--- config.mk ---
export PLATFORM = sky130hd
export DESIGN_NAME = led_seq_monitor
export DESIGN_NICKNAME = d
export VERILOG_FILES = /design/src/rtl/led_seq_pkg.sv /design/src/rtl/led_seq_monitor_onehot_dec_3x8.sv /design/src/rtl/led_seq_monitor.sv
export SDC_FILE = /design/constraint.sdc
export NUM_CORES = 1
export LEC_CHECK = 0
export ABC_AREA = 1
export BUFFER_PORTS_ARGS = -buffer_cell sky130_fd_sc_hd__buf_2
export CAP_MARGIN = 20
export CORE_AREA = 2 2 64 66
export DETAILED_ROUTE_END_ITERATION = 6
export DIE_AREA = 0 0 66 68
export GPL_TIMING_DRIVEN = 0
export PLACE_DENSITY_LB_ADDON = 0.25
export SLEW_MARGIN = 10
export SYNTH_ARGS = -nofsm -noshare
export SYNTH_HDL_FRONTEND = slang
export SYNTH_SLANG_ARGS = --single-unit
--- constraint.sdc ---
create_clock -name clk -period 3.9 [get_ports clk]
set_input_delay 0.78 -clock clk [delete_from_list [all_inputs] [get_ports clk]]
set_output_delay 0.78 -clock clk [all_outputs]
set_load 0.02 [all_outputs]
--- src/rtl/led_seq_pkg.sv ---
// -----------------------------------------------------------------------------
// led_seq_pkg
// Shared constants, FSM state type and a small saturating helper for the LED
// sequence monitor.
//   CODE_W      width of the code from the upstream pseudo-random counter
//   NUM_LEDS    number of one-hot LED drives (2**CODE_W)
//   EQ_RUN_W    width of the equal-sample run counter (saturates at 7)
//   seq_state_t period-measurement FSM states
// -----------------------------------------------------------------------------
package led_seq_pkg;

  localparam int CODE_W   = 3;
  localparam int NUM_LEDS = 8;
  localparam int EQ_RUN_W = 3;

  typedef enum logic [1:0] {
    S_IDLE    = 2'd0,  // waiting for the first sample to become the reference
    S_MEASURE = 2'd1,  // counting samples until the reference code repeats
    S_LOCKED  = 2'd2   // period known; every later repeat is checked against it
  } seq_state_t;

  // Increment that sticks at all-ones instead of wrapping.
  function automatic logic [EQ_RUN_W-1:0] sat_inc_run(input logic [EQ_RUN_W-1:0] v);
    return (v == '1) ? v : v + 1'b1;
  endfunction

endpackage

--- src/rtl/led_seq_monitor_onehot_dec_3x8.sv ---
// -----------------------------------------------------------------------------
// onehot_dec_3x8
// Combinational 3-to-8 one-hot decoder.
//   i_code    in  CODE_W    binary code
//   o_onehot  out NUM_LEDS  1 << i_code
// -----------------------------------------------------------------------------
module onehot_dec_3x8
  import led_seq_pkg::*;
(
  input  logic [CODE_W-1:0]   i_code,
  output logic [NUM_LEDS-1:0] o_onehot
);

  always_comb begin
    o_onehot         = '0;
    o_onehot[i_code] = 1'b1;
  end

endmodule

--- src/rtl/led_seq_monitor.sv ---
// -----------------------------------------------------------------------------
// led_seq_monitor
// Consumer of the 3-bit pseudo-random LED counter. Decodes each sampled code to
// a registered one-hot LED drive, keeps a sticky mask of codes seen, measures
// the sequence period against the first sampled code and flags a stuck or
// non-repeating source.
//   clk           in   rising-edge clock
//   reset         in   asynchronous, active-high; clears all state
//   en            in   sample enable; code_in is consumed only when 1
//   code_in       in   [2:0] code from the upstream counter
//   led_onehot    out  [7:0] one-hot decode of the last sampled code
//   seen          out  [7:0] sticky mask of sampled codes
//   all_seen      out  sticky, seen == 8'hFF
//   period        out  [PERIOD_W-1:0] samples between first two reference hits
//   period_valid  out  period holds a measured value
//   period_err    out  sticky, a later repeat interval differed from period
//   ovf           out  sticky, reference did not repeat within 2^PERIOD_W-1
//   stuck         out  sticky, STUCK_MAX consecutive equal-sample comparisons
// -----------------------------------------------------------------------------
module led_seq_monitor
  import led_seq_pkg::*;
#(
  parameter int PERIOD_W  = 4,
  parameter int STUCK_MAX = 3
)
(
  input  logic                clk,
  input  logic                reset,
  input  logic                en,
  input  logic [CODE_W-1:0]   code_in,
  output logic [NUM_LEDS-1:0] led_onehot,
  output logic [NUM_LEDS-1:0] seen,
  output logic                all_seen,
  output logic [PERIOD_W-1:0] period,
  output logic                period_valid,
  output logic                period_err,
  output logic                ovf,
  output logic                stuck
);

  localparam logic [PERIOD_W-1:0] CNT_MAX   = '1;
  localparam logic [PERIOD_W-1:0] CNT_ONE   = PERIOD_W'(1);
  localparam logic [EQ_RUN_W-1:0] STUCK_THR = EQ_RUN_W'(STUCK_MAX);

  // Registered state
  seq_state_t          r_state;
  logic [PERIOD_W-1:0] r_cnt;
  logic [CODE_W-1:0]   r_ref_code;
  logic [CODE_W-1:0]   r_prev_code;
  logic                r_prev_valid;
  logic [EQ_RUN_W-1:0] r_eq_run;
  logic [NUM_LEDS-1:0] r_led;
  logic [NUM_LEDS-1:0] r_seen;
  logic                r_all_seen;
  logic [PERIOD_W-1:0] r_period;
  logic                r_period_valid;
  logic                r_period_err;
  logic                r_ovf;
  logic                r_stuck;

  // Next-state values
  seq_state_t          w_state_nxt;
  logic [PERIOD_W-1:0] w_cnt_nxt;
  logic [CODE_W-1:0]   w_ref_code_nxt;
  logic [CODE_W-1:0]   w_prev_code_nxt;
  logic                w_prev_valid_nxt;
  logic [EQ_RUN_W-1:0] w_eq_run_nxt;
  logic [NUM_LEDS-1:0] w_led_nxt;
  logic [NUM_LEDS-1:0] w_seen_nxt;
  logic                w_all_seen_nxt;
  logic [PERIOD_W-1:0] w_period_nxt;
  logic                w_period_valid_nxt;
  logic                w_period_err_nxt;
  logic                w_ovf_nxt;
  logic                w_stuck_nxt;

  logic [NUM_LEDS-1:0] w_dec;
  logic                w_is_ref;

  // One decoder feeds both the LED drive and the seen-mask update.
  onehot_dec_3x8 u_dec (
    .i_code   (code_in),
    .o_onehot (w_dec)
  );

  assign w_is_ref = (code_in == r_ref_code);

  always_comb begin
    // NOTE: every next-state signal takes its hold value first, so no path
    // through the branches below leaves one unassigned and no latch is inferred.
    w_state_nxt        = r_state;
    w_cnt_nxt          = r_cnt;
    w_ref_code_nxt     = r_ref_code;
    w_prev_code_nxt    = r_prev_code;
    w_prev_valid_nxt   = r_prev_valid;
    w_eq_run_nxt       = r_eq_run;
    w_led_nxt          = r_led;
    w_seen_nxt         = r_seen;
    w_all_seen_nxt     = r_all_seen;
    w_period_nxt       = r_period;
    w_period_valid_nxt = r_period_valid;
    w_period_err_nxt   = r_period_err;
    w_ovf_nxt          = r_ovf;
    w_stuck_nxt        = r_stuck;

    if (en) begin
      // Decode and coverage; all_seen looks at the mask being written so it
      // rises on the same edge that completes it.
      w_led_nxt      = w_dec;
      w_seen_nxt     = r_seen | w_dec;
      w_all_seen_nxt = r_all_seen | (w_seen_nxt == '1);

      // Stuck detect: the first sample after reset has nothing to compare to.
      w_prev_code_nxt  = code_in;
      w_prev_valid_nxt = 1'b1;
      if (r_prev_valid && (code_in == r_prev_code)) begin
        w_eq_run_nxt = sat_inc_run(r_eq_run);
      end else begin
        w_eq_run_nxt = '0;
      end
      w_stuck_nxt = r_stuck | (w_eq_run_nxt >= STUCK_THR);

      // Period measurement
      case (r_state)
        S_IDLE: begin
          w_ref_code_nxt = code_in;
          w_cnt_nxt      = CNT_ONE;
          w_state_nxt    = S_MEASURE;
        end

        S_MEASURE: begin
          if (w_is_ref) begin
            w_period_nxt       = r_cnt;
            w_period_valid_nxt = 1'b1;
            w_cnt_nxt          = CNT_ONE;
            w_state_nxt        = S_LOCKED;
          end else if (r_cnt == CNT_MAX) begin
            // Reference never came back; the next sample re-arms.
            w_ovf_nxt   = 1'b1;
            w_state_nxt = S_IDLE;
          end else begin
            w_cnt_nxt = r_cnt + CNT_ONE;
          end
        end

        S_LOCKED: begin
          if (w_is_ref) begin
            if (r_cnt != r_period) begin
              w_period_err_nxt = 1'b1;
            end
            w_cnt_nxt = CNT_ONE;
          end else if (r_cnt == CNT_MAX) begin
            // Interval already longer than any legal period.
            w_period_err_nxt = 1'b1;
          end else begin
            w_cnt_nxt = r_cnt + CNT_ONE;
          end
        end

        default: begin
          w_state_nxt = S_IDLE;
        end
      endcase
    end
  end

  always_ff @(posedge clk or posedge reset) begin
    if (reset) begin
      r_state        <= S_IDLE;
      r_cnt          <= '0;
      r_ref_code     <= '0;
      r_prev_code    <= '0;
      r_prev_valid   <= 1'b0;
      r_eq_run       <= '0;
      r_led          <= '0;
      r_seen         <= '0;
      r_all_seen     <= 1'b0;
      r_period       <= '0;
      r_period_valid <= 1'b0;
      r_period_err   <= 1'b0;
      r_ovf          <= 1'b0;
      r_stuck        <= 1'b0;
    end else begin
      // NOTE: non-blocking assignments so every register samples the values
      // from before this edge, independent of statement order.
      r_state        <= w_state_nxt;
      r_cnt          <= w_cnt_nxt;
      r_ref_code     <= w_ref_code_nxt;
      r_prev_code    <= w_prev_code_nxt;
      r_prev_valid   <= w_prev_valid_nxt;
      r_eq_run       <= w_eq_run_nxt;
      r_led          <= w_led_nxt;
      r_seen         <= w_seen_nxt;
      r_all_seen     <= w_all_seen_nxt;
      r_period       <= w_period_nxt;
      r_period_valid <= w_period_valid_nxt;
      r_period_err   <= w_period_err_nxt;
      r_ovf          <= w_ovf_nxt;
      r_stuck        <= w_stuck_nxt;
    end
  end

  assign led_onehot   = r_led;
  assign seen         = r_seen;
  assign all_seen     = r_all_seen;
  assign period       = r_period;
  assign period_valid = r_period_valid;
  assign period_err   = r_period_err;
  assign ovf          = r_ovf;
  assign stuck        = r_stuck;

endmodule

# After elaboration in Yosys (flattened, before gate mapping)
# Cells that the tools add are included.
classes:
  addsub: 2
  n_lt_le_gt_ge: 3
  eq_ne: 11
  n_mux: 14
  n_bitwise: 5
  n_reduce_logical: 12
ops:
  columns: ["operator", "count"]
  rows:
  - ["3-bit 2-to-1 mux", 3]
  - ["3-bit AND reduction", 3]
  - ["8-bit equality test, second input constant", 1]
  - ["4-bit 2-to-1 mux", 2]
  - ["8-bit OR", 1]
  - ["4-bit case mux with 2 select lines", 1]
  - ["4-bit AND reduction", 2]
  - ["3-bit equality test", 2]
  - ["3-bit != test, second input constant", 2]
  - ["2-bit case mux with 3 select lines", 1]
  - ["4-bit by 1-bit adder with 4-bit output, second input constant", 1]
  - ["4-bit equality test, second input constant", 1]
  - ["3-bit by 4-bit less-than comparator with 1-bit output, second input constant", 1]
  - ["1-bit 2-to-1 mux", 4]
  - ["2-bit 2-to-1 mux", 2]
  - ["4-bit != test", 1]
  - ["2-bit nonzero test", 2]
  - ["3-bit by 1-bit adder with 3-bit output, second input constant", 1]
  - ["1-bit demux with 3-bit select", 1]
  - ["3-bit equality test, second input constant", 1]
  - ["3-bit by 1-bit greater-or-equal comparator with 1-bit output, second input constant", 1]
  - ["3-bit by 2-bit greater-or-equal comparator with 1-bit output, second input constant", 1]
  - ["2-bit by 1-bit equality test with 1-bit output, second input constant", 1]
  - ["2-bit equality test, second input constant", 1]
  - ["7 further kinds", 10]
word_totals:
  reg_bits: 41
  inputBits: 6
  output_inout_bits: 25
  elab_cells: 61

# Depth between registers and ports, before layout
# Gate-level depths: netlist of the first run.
depth:
  depth_word: 7
  ltp_mapped: 10
  ltp_nobuf: 9

# Hierarchy
# From an unflattened synthesis of the first run, not the netlist that was laid out.
unflattened:
  hier_cells: 256
  hier_area_um2: 2028.2
by_module_without_submodules:
  columns: ["mod", "instances", "cells_per_inst", "area_each_um2", "seq_area_each_um2"]
  rows:
  - ["led_seq_monitor", 1, 241, 1971.9, 1026.0]
  - ["onehot_dec_3x8", 1, 15, 56.3, 0.0]

# Worst setup path before layout of the first run
# No wires, ideal clock.
synth_path:
  path_type: "input -> register"
  start: "input port code_in[1]"
  end: "register r_state[0]"
  setup_ns: 0.117
  t_arrival_ns: 1.429
  required_time_ns: 3.783
  slack_ns: 2.354
  stages: 6
  path_buffers: 0
  cell_sequence: "xnor2_1 > nand3_4 > nand3_1 > nand2_1 > nand2_1 > nand2_1"
synth_between:
  elab_chain_cells: 3
  elab_cells_between_ends: 5
  cone_classes: "2 x eq/ne; 2 x mux; 1 x reduce/logical"
synth_lines:
  columns: ["item", "line", "rtl"]
  rows:
  - ["start, declared", "led_seq_monitor.sv:30", "input logic [CODE_W-1:0] code_in,"]
  - ["3-bit equality test *", "led_seq_monitor.sv:86", "assign w_is_ref = (code_in == r_ref_code);"]
  - ["3-bit != test (no line) / 2-bit 2-to-1 mux (equally long branches)", null, null]
  - ["3-bit AND reduction (no line) / 2-bit case mux with 3 select lines (equally long branches)", null, null]
  - ["end signal, assigned", "led_seq_monitor.sv:186", "r_state <= w_state_nxt;"]
  - ["end, declared", "led_seq_monitor.sv:46", "seq_state_t r_state;"]
# Every way passes the cells marked *; elsewhere a longest branch is shown, timed or not.
# A chain may end at the register's enable or synchronous reset.

# Worst setup path after layout of the first run
layout_path:
  start: "register r_period[3] (netlist: period[3])"
  end: "output port period[3]"
layout_lines:
  columns: ["item", "line", "rtl"]
  rows:
  - ["start, declared", "led_seq_monitor.sv:55", "logic [PERIOD_W-1:0] r_period;"]
  - ["start signal, assigned", "led_seq_monitor.sv:195", "r_period <= w_period_nxt;"]
  - ["end, declared", "led_seq_monitor.sv:34", "output logic [PERIOD_W-1:0] period,"]
# No word-level cell between the ends.

==> results of run 1 <==
==> cell families (layout without fill, tap and decap cells) <==
| group | after synthesis | in the layout |
|---|---|---|
| compound gates | 19 | 19 |
| buf+inv | 45 | 84 |
| fa+ha+maj | 6 | 6 |
| simple gates | 146 | 146 |
| flops | 41 | 41 |
| xor+xnor | 3 | 3 |
==> layer usage <==
| layer | global-route usage, % | vias to the layer above | share of wire [%] |
|---|---|---|---|
| met1 | 25.0 | 784 | 43 |
| met3 | 3.95 | 9 | 5.8 |
| met2 | 35.4 | 49 | 48 |
| met4 | 13.0 | 0 | 2.8 |
| li1 | - | 877 | - |
| met5 | 0 | - | 0 |
==> worst max path at each step <==
stage                                     start                         to  depth (start not counted)
final                     period[3]$_DFFE_PP0P_                  period[3]                          1
after global routing      period[1]$_DFFE_PP0P_                  period[1]                          1
after CTS                 period[3]$_DFFE_PP0P_                  period[3]                          1
after detailed placement                     en  led_onehot[1]$_DFFE_PP0P_                          5
after global placement                    reset  led_onehot[6]$_DFFE_PP0P_                          2
after floorplan                           reset       all_seen$_DFFE_PP0P_                          1
==> registers in the layout, indices dropped and copies added (netlist names) <==
register,count
all_seen,1
led_onehot,8
ovf,1
period,4
period_err,1
period_valid,1
r_cnt,4
r_eq_run,3
r_prev_code,3
r_prev_valid,1
r_ref_code,3
r_state,2
seen,8
stuck,1
==> metrics by stage <==
step           utilization [%]  worst slack, ns  cell area, µm²  power, µW  cells
2_1_floorplan                -             2.17            2050        858    260
3_3_place_gp              58.6             1.61            2260        944    340
3_5_place_dp              59.1             2.06            2280        958    341
4_1_cts                   62.1             2.25            2390       1310    349
5_1_grt                   62.1             2.23            2390       1390    349
6_report                  62.1             2.26            2390       1290    349
==> power breakdown <==
part           total, µW  switching [µW]  internal, µW
Combinational        391             252           139
Clock                345             153           191
Sequential           556            60.0           496
Total               1290             466           826
==> cell type report <==
cell class / count / area [µm²] / share of cell area, %
clock buffer: 5 / 68.8 / 2.88
clock inverter: 3 / 46.3 / 1.93
buffer: 6 / 31.3 / 1.31
tap: 50 / 62.6 / 2.61
sequential: 41 / 1030 / 42.9
inverter: 39 / 146 / 6.12
multi-input combinational: 174 / 842 / 35.2
timing repair buffer: 31 / 170 / 7.11
==> layout by cell type, fill, tap and decap left out <==
cell type   instances
buf_2              34
dfrtp_1            41
clkinv_4            1
inv_2               4
o21bai_1            1
nor2_1             13
nand3_1            21
buf_12              1
inv_1              35
nand4_1             6
o21ai_0            15
o22ai_1             1
nand2_1            99
nor2_4              1
clkbuf_8            5
o2111ai_1           2
or2_1               1
xor2_1              2
nand3_4             2
buf_4               1
nand2_2             1
xnor2_1             1
ha_1                6
clkbuf_1            1
clkinvlp_4          1
bufinv_16           1
or2_2               2
==> results.md, run 1 <==
Status:
- The run finished with clean final reports.

Setup path:
- The master of the slowest instance on the critical path is dfrtp_1.
- The flop-to-flop setup slack is 2.48 ns.
- STA classifies the critical path startpoint as a flip-flop.
- The element type at the critical path end is an output port.
- The family with the most delay on the worst path is flip-flops.
- The number of buffer and inverter stages on the critical path is 1.
- The required time at the worst-slack endpoint is 3.12 ns.
- In this design, the stage delay of the slowest critical-path cell is 0.40 ns.
- Along the worst path, the maximum fanout reaches 3.
- By startpoint and endpoint, the worst setup path is classified as reg -> out.
- The critical register-to-register path endpoint is r_cnt[1]$_DFFE_PP0P_.
- In this run the critical register-to-register path is launched from r_state[0]$_DFFE_PP0P_.
- The length in cells of the worst reg-to-reg path is 5.
- Data on the critical path arrives at its endpoint at 0.86 ns.
- Walking the worst path, the cells encountered are buf_2.

Synthesis:
- The area fraction in compound gates after synthesis is 5.20%.
- The synthesized net count is 272.
- In this run, synthesis produced a sequential element count of 41.
- The share of the synthesized netlist area taken by xor and xnor gates is 1.28%.
- For this run, the register share of the synthesized area comes to 50.2%.
- The post-synthesis cell type with the largest combined area is dfrtp_1.
- Yosys mapped the design onto 22 distinct sky130hd cell types.
- The number of enable-type register cells in the synthesized netlist is 0.
- The portion of synthesized area spent on multiplexers is 0%.
- The fraction of the mapped netlist area in adder cells is 3.67%.
- The mean post-synth cell area is 7.87 µm².
- By area the synthesized netlist is led by dfrtp_1 50%, nand2_1 18%, inv_1 6.6%, nand3_1 5.1%, ha_1 3.7%.
- Yosys printed 0 warnings.
- The post-synthesis instance total is 260.
- The post-synthesis share of cell area spent on and, or, nand and nor gates is 31.0%.
- The flip-flop cell with the highest count after synthesis is dfrtp_1.
- After synthesis, the share of flip-flops with an asynchronous set or reset is 100%.
- Counting instances in the post-synthesis netlist gives the leading cell types as 99 x nand2_1, 41 x dfrtp_1, 36 x inv_1.
- The synthesized design devotes to its leading area cell type 50.2% of total area.
- The most frequent cell after synthesis is nand2_1.
- After synthesis, the largest family of logic cells by area is simple AND/OR/NAND/NOR gates.
- The cell area after technology mapping is 2050 µm².

Timing:
- After routing, the total negative slack on setup checks comes to 0 ns.
- Headroom to the max-slew limit came out at 62.7%.
- The worst hold slack across all endpoints is 0.385 ns.
- The count of pins over their slew limit is 0.
- Setup violations remaining at the end of the flow were counted as 0.
- The final period demand of the worst path is 1.64 ns.
- In the finished design, the share of the clock period the worst path needs comes to 42.0%.
- The transition time of the tightest slew-check pin is 0.560 ns.
- For this run, the top clock speed supported by timing is 611 MHz.
- Setup repair after global routing left no endpoint under its margin.
- The final setup skew is 0.00716 ns.
- The count of endpoints failing hold in the final timing report was 0.

Placement:
- The routability congestion estimate from global placement is 0.783.
- The placed wire-length estimate is 2980 µm.
- The number of input and output port buffers inserted is 30.

Clocking:
- The maximum level of the CTS H-tree is 2.
- The clock reaches the later pin of the worst-skew pair after 0.30 ns.
- The number of buffers inserted for hold repair after clock tree synthesis is 0.
- Buffers inserted during clock tree synthesis total 5.
- In this run, post-CTS repair resized a total of 0 instances.
- The tree is rooted in a clkbuf_8.
- The CTS tree is built.
- After clock tree synthesis, the setup repair step added 0 buffers.
- The clock net in this run drives a total of 41 sinks.
- In this run the deepest clock path goes through 2 buffers.
- Clock-pin slew was measured on the worst setup and hold paths at 0.08 ns.

Floorplanning:
- Measured along the x axis, the die boundary spans 66 µm.
- The area of the core is 3860 µm².
- For this design the top-level I/O count stands at 31.
- The initial core utilization is 53.0%.
- The total die area is 4490 µm².
- The floorplan has 23 rows.
- The floorplan die height is 68 µm.

Route:
- The number of DRC violations after detailed-routing iteration 0 is 145.
- Using the TritonRoute via totals, the vias-per-cell ratio works out to 4.93.
- Detailed routing inserted a total of 1,719 vias.
- Before antenna repair, the detailed router went through 4 iterations.
- The routed length per placed instance is 11.5 µm.
- After detailed routing, the number of remaining DRC violations is 0.
- The final wirelength is 4000 µm.
- The number of routed nets with antenna violations is 0.

GRT:
- The number of antenna violations at the first check in global routing is 0.
- The total overflow left after global routing is 0.
- The global router's overall resource usage is 21.0%.
- Entering global routing, the biggest net connects 34 pins.
- The first global-routing pass estimated 6980 µm of wire.
- The number of global-route vias before repair is 1,648.

Min path:
- The worst hold path belongs to the class in -> async.

Power:
- In this run the power density over the cells is 540 nW/µm².
- Across the VDD grid, the largest voltage drop is 0.221 mV.
- The leakage power total is 0.00133 µW.

Layout:
- The share of cells above drive strength 1 is 18.1%.
- The number of antenna diodes in the final layout is 0.
- The growth of design area from synthesis to finish is 17.0%.
- The net count of the finished layout is 310.
- The filler cells instantiated in the layout total 362.

Run:
- The max-capacitance violation count is 0.
Note: power is estimated with default switching activity, not from simulation.
==> run 2, diff against run 1 <==
==> constraint.sdc (replaced) <==
create_clock -name clk -period 1.6 [get_ports clk]
set_input_delay 0.32 -clock clk [delete_from_list [all_inputs] [get_ports clk]]
set_output_delay 0.32 -clock clk [all_outputs]
set_load 0.02 [all_outputs]
==> run 2 against run 1 <==
  * Utilization increased by 0.26 points
  * Sequential cell count unchanged
  * Critical path type is now reg -> reg
  * Sequential power increased by 140%
  * Critical endpoint is now r_cnt[1]$_DFFE_PP0P_
  * Via count decreased by 0.52%
  * Register-to-register slack got worse by 2.3 ns
  * Routed wire length increased by 0.35%
  * Cell area increased by 0.42%
  * Combinational power increased by 140%
  * Hold slack got worse by 0.023 ns
  * Largest power group unchanged
==> results.md, run 2 (same netlist as run 1, synthesis figures left out) <==
GRT:
- The number of antenna violations at the first check in global routing is 0 (unchanged).
- The first-pass GRT wire length is 6980 µm (unchanged).
- The global router's overall resource usage is 21.0% (unchanged).
- The number of global-route vias before repair is 1,648 (unchanged).
- The total congestion overflow is 0 (unchanged).
- The largest net degree at the start of global routing came to 34 (unchanged).

Power:
- The leakage power total was 0.00134 µW (+0.31%).
- The peak supply drop is 0.539 mV (+140%).
- The total power of the final layout is 3150 µW (+140%).
- The power density over the cells came to 1310 nW/µm² (+140%).

Floorplanning:
- The total die area was 4490 µm² (unchanged).
- The floorplan row count is 23 (unchanged).
- The floorplan die height is 68 µm (unchanged).
- The area of the core is 3860 µm² (unchanged).
- The number of placed I/O pins is 31 (unchanged).
- The initial core utilization is 53.0% (unchanged).
- The die span in x is 66 µm (unchanged).

Timing:
- In the finished design, the share of the clock period the worst path needs comes to 88.3%.
- The count of endpoints failing hold in the final timing report came to 0 (unchanged).
- The final setup skew is 0.00659 ns (-0.000574 ns).
- Setup repair after global routing left no endpoint under its margin.
- The worst path setup slack after routing is 0.188 ns (-2.08 ns).
- The worst hold slack across all endpoints is 0.361 ns (-0.0234 ns).
- The transition time of the tightest slew-check pin was 0.561 ns (+0.000797 ns).
- The count of pins over their slew limit came to 0 (unchanged).
- The peak clock frequency supported by timing is 708 MHz.
- The normalized max-slew margin is 62.6% (about the same).
- The smallest clock period supported by the final layout is computed as 1.41 ns.
- The total setup violations reported at the end of the flow is 0 (unchanged).

Route:
- The length of routed met3 wiring is 213 µm (-7.8%).
- The met1 wire length is 1760 µm (+1.4%).
- The highest metal layer carrying signal wires in the routed design is met4.
- The length of the first detailed-routing pass in iterations is 4 (unchanged).
- The final wirelength is 4020 µm (+0.35%).
- The routed via count divided by cell count is 4.89 (-0.81%).
- The final routed DRC violation total is 0 (unchanged).
- The routed length per placed instance is 11.5 µm (about the same).
- The number of routed nets with antenna violations was 0 (unchanged).
- The via count of the routed design is 1,710 (-0.52%).
- The number of DRC violations after detailed-routing iteration 0 is 144 (-0.69%).
- The wire length on met2 is 1910 µm (-0.31%).

Clocking:
- The number of CTS-inserted buffers is 5 (unchanged).
- The number of clock sinks is 41 (unchanged).
- The number of instances resized during post-cts repair was 0 (unchanged).
- The clock edge transition at the registers on the reported setup and hold paths is 0.08 ns (about the same).
- The maximum level of the CTS H-tree is 2 (unchanged).
- The clock insertion delay at the later pin of the skew report is 0.30 ns (about the same).
- The CTS tree is built.
- In this run the clock root is driven by a clkbuf_8.
- The buffer count from post-CTS setup fixing came to 0 (unchanged).
- The maximum buffer depth of the clock tree is 2 (unchanged).
- The number of buffers inserted for hold repair after clock tree synthesis is 1 (+1).

Setup path:
- The reg-to-reg startpoint is r_state[0]$_DFFE_PP0P_.
- The worst setup path is captured at a flip-flop.
- The launching instance or port of the critical path is r_state[0]$_DFFE_PP0P_.
- The required time at the worst-slack endpoint came to 1.79 ns (-1.33 ns).
- STA classifies the critical path startpoint as a flip-flop.
- The data arrival at the endpoint of the critical path is 1.60 ns (+0.74 ns).
- The worst setup path is of the reg -> reg kind.
- The maximum net fanout on the critical path is 6 (+3).

Status:
- The flow ran to the end, and the final reports show no timing, DRC or antenna violations.

Placement:
- The worst setup slack before clock tree synthesis is 0.209 ns (-1.85 ns).
- The number of input and output port buffers inserted was 30 (unchanged).
- The placed wire-length estimate came to 2980 µm (unchanged).
- The routability congestion estimate from global placement is 0.783 (unchanged).

Layout:
- The share of cells above drive strength 1 came to 18.0% (-0.060 points).
- The leading cell type in the layout, fill and taps excluded is nand2_1.
- From synthesis to final layout, the design area changed by 17.5%.
- The area used by multi-input combinational logic is 842 µm² (unchanged).
- The fraction of the core area covered by cells at the end of the flow came to 62.3% (+0.26 points).
- The count of fill cells added during filler insertion is 361 (-0.28%).
- The net count of the finished layout is 311 (+0.32%).
- The top cell types in the final layout, fill and taps aside, are 99 x nand2_1, 41 x dfrtp_1, 35 x inv_1.
- The antenna cell count is 0 (unchanged).
- The area taken by flip-flops and latches came to 1030 µm² (unchanged).

Min path:
- The path class of the tightest hold or removal check is in -> reg.
- The startpoint identified for the worst hold timing path is en.

Run:
- The max-capacitance violation count is 0 (unchanged).
## run 2: cell count changes in the layout (fill, tap and decap cells not counted)
cell,change
dlygate4sd3_1,+1
## run 2: power by group
group | internal (µW) | leakage, µW | switching (µW)
Clock | 467 | 0.0000543 | 376
Sequential | 1210 | 0.000478 | 145
Combinational | 340 | 0.000806 | 615
## run 2: cell type report
type / count / area share, %
Sequential cell: 41 / 42.7
Tap cell: 50 / 2.60
Clock inverter: 3 / 1.93
Timing Repair Buffer: 32 / 7.50
Multi-Input combinational cell: 174 / 35.0
Inverter: 39 / 6.09
Clock buffer: 5 / 2.86
Buffer: 6 / 1.30
## run 2: per-stage QoR
| step | std cells | TNS [ns] | instance area [µm²] |
|---|---|---|---|
| floorplan | 260 | 0 | 2050 |
| global placement | 340 | -9.17 | 2260 |
| detailed placement | 341 | 0 | 2280 |
| CTS | 350 | 0 | 2400 |
| global route | 350 | 0 | 2400 |
| finish | 350 | 0 | 2400 |
## run 2: worst max-delay path: stages (launching register included)
cell	delay [ns]
dfrtp_1	0.41
inv_1	0.08
ha_1	0.43
inv_1	0.09
o2111ai_1	0.23
nand2_1	0.07
## run 2: final timing paths
path                            cells past startpoint                   endpoint  slack (ns)
worst max-delay path                                5       r_cnt[1]$_DFFE_PP0P_        0.19
worst min-delay path                                3        seen[0]$_DFFE_PP0P_        0.36
worst max register to register                      5       r_cnt[1]$_DFFE_PP0P_        0.19
worst min register to register                      2       all_seen$_DFFE_PP0P_        0.47
max in group asynchronous                           4  led_onehot[6]$_DFFE_PP0P_        0.70
min in group asynchronous                           3   period_valid$_DFFE_PP0P_        0.47
## run 2: metal layers
metal	track usage (%)	vias up
met5	0	-
met4	13.0	0
met3	3.95	10
met2	35.4	40
met1	25.0	780
li1	-	880
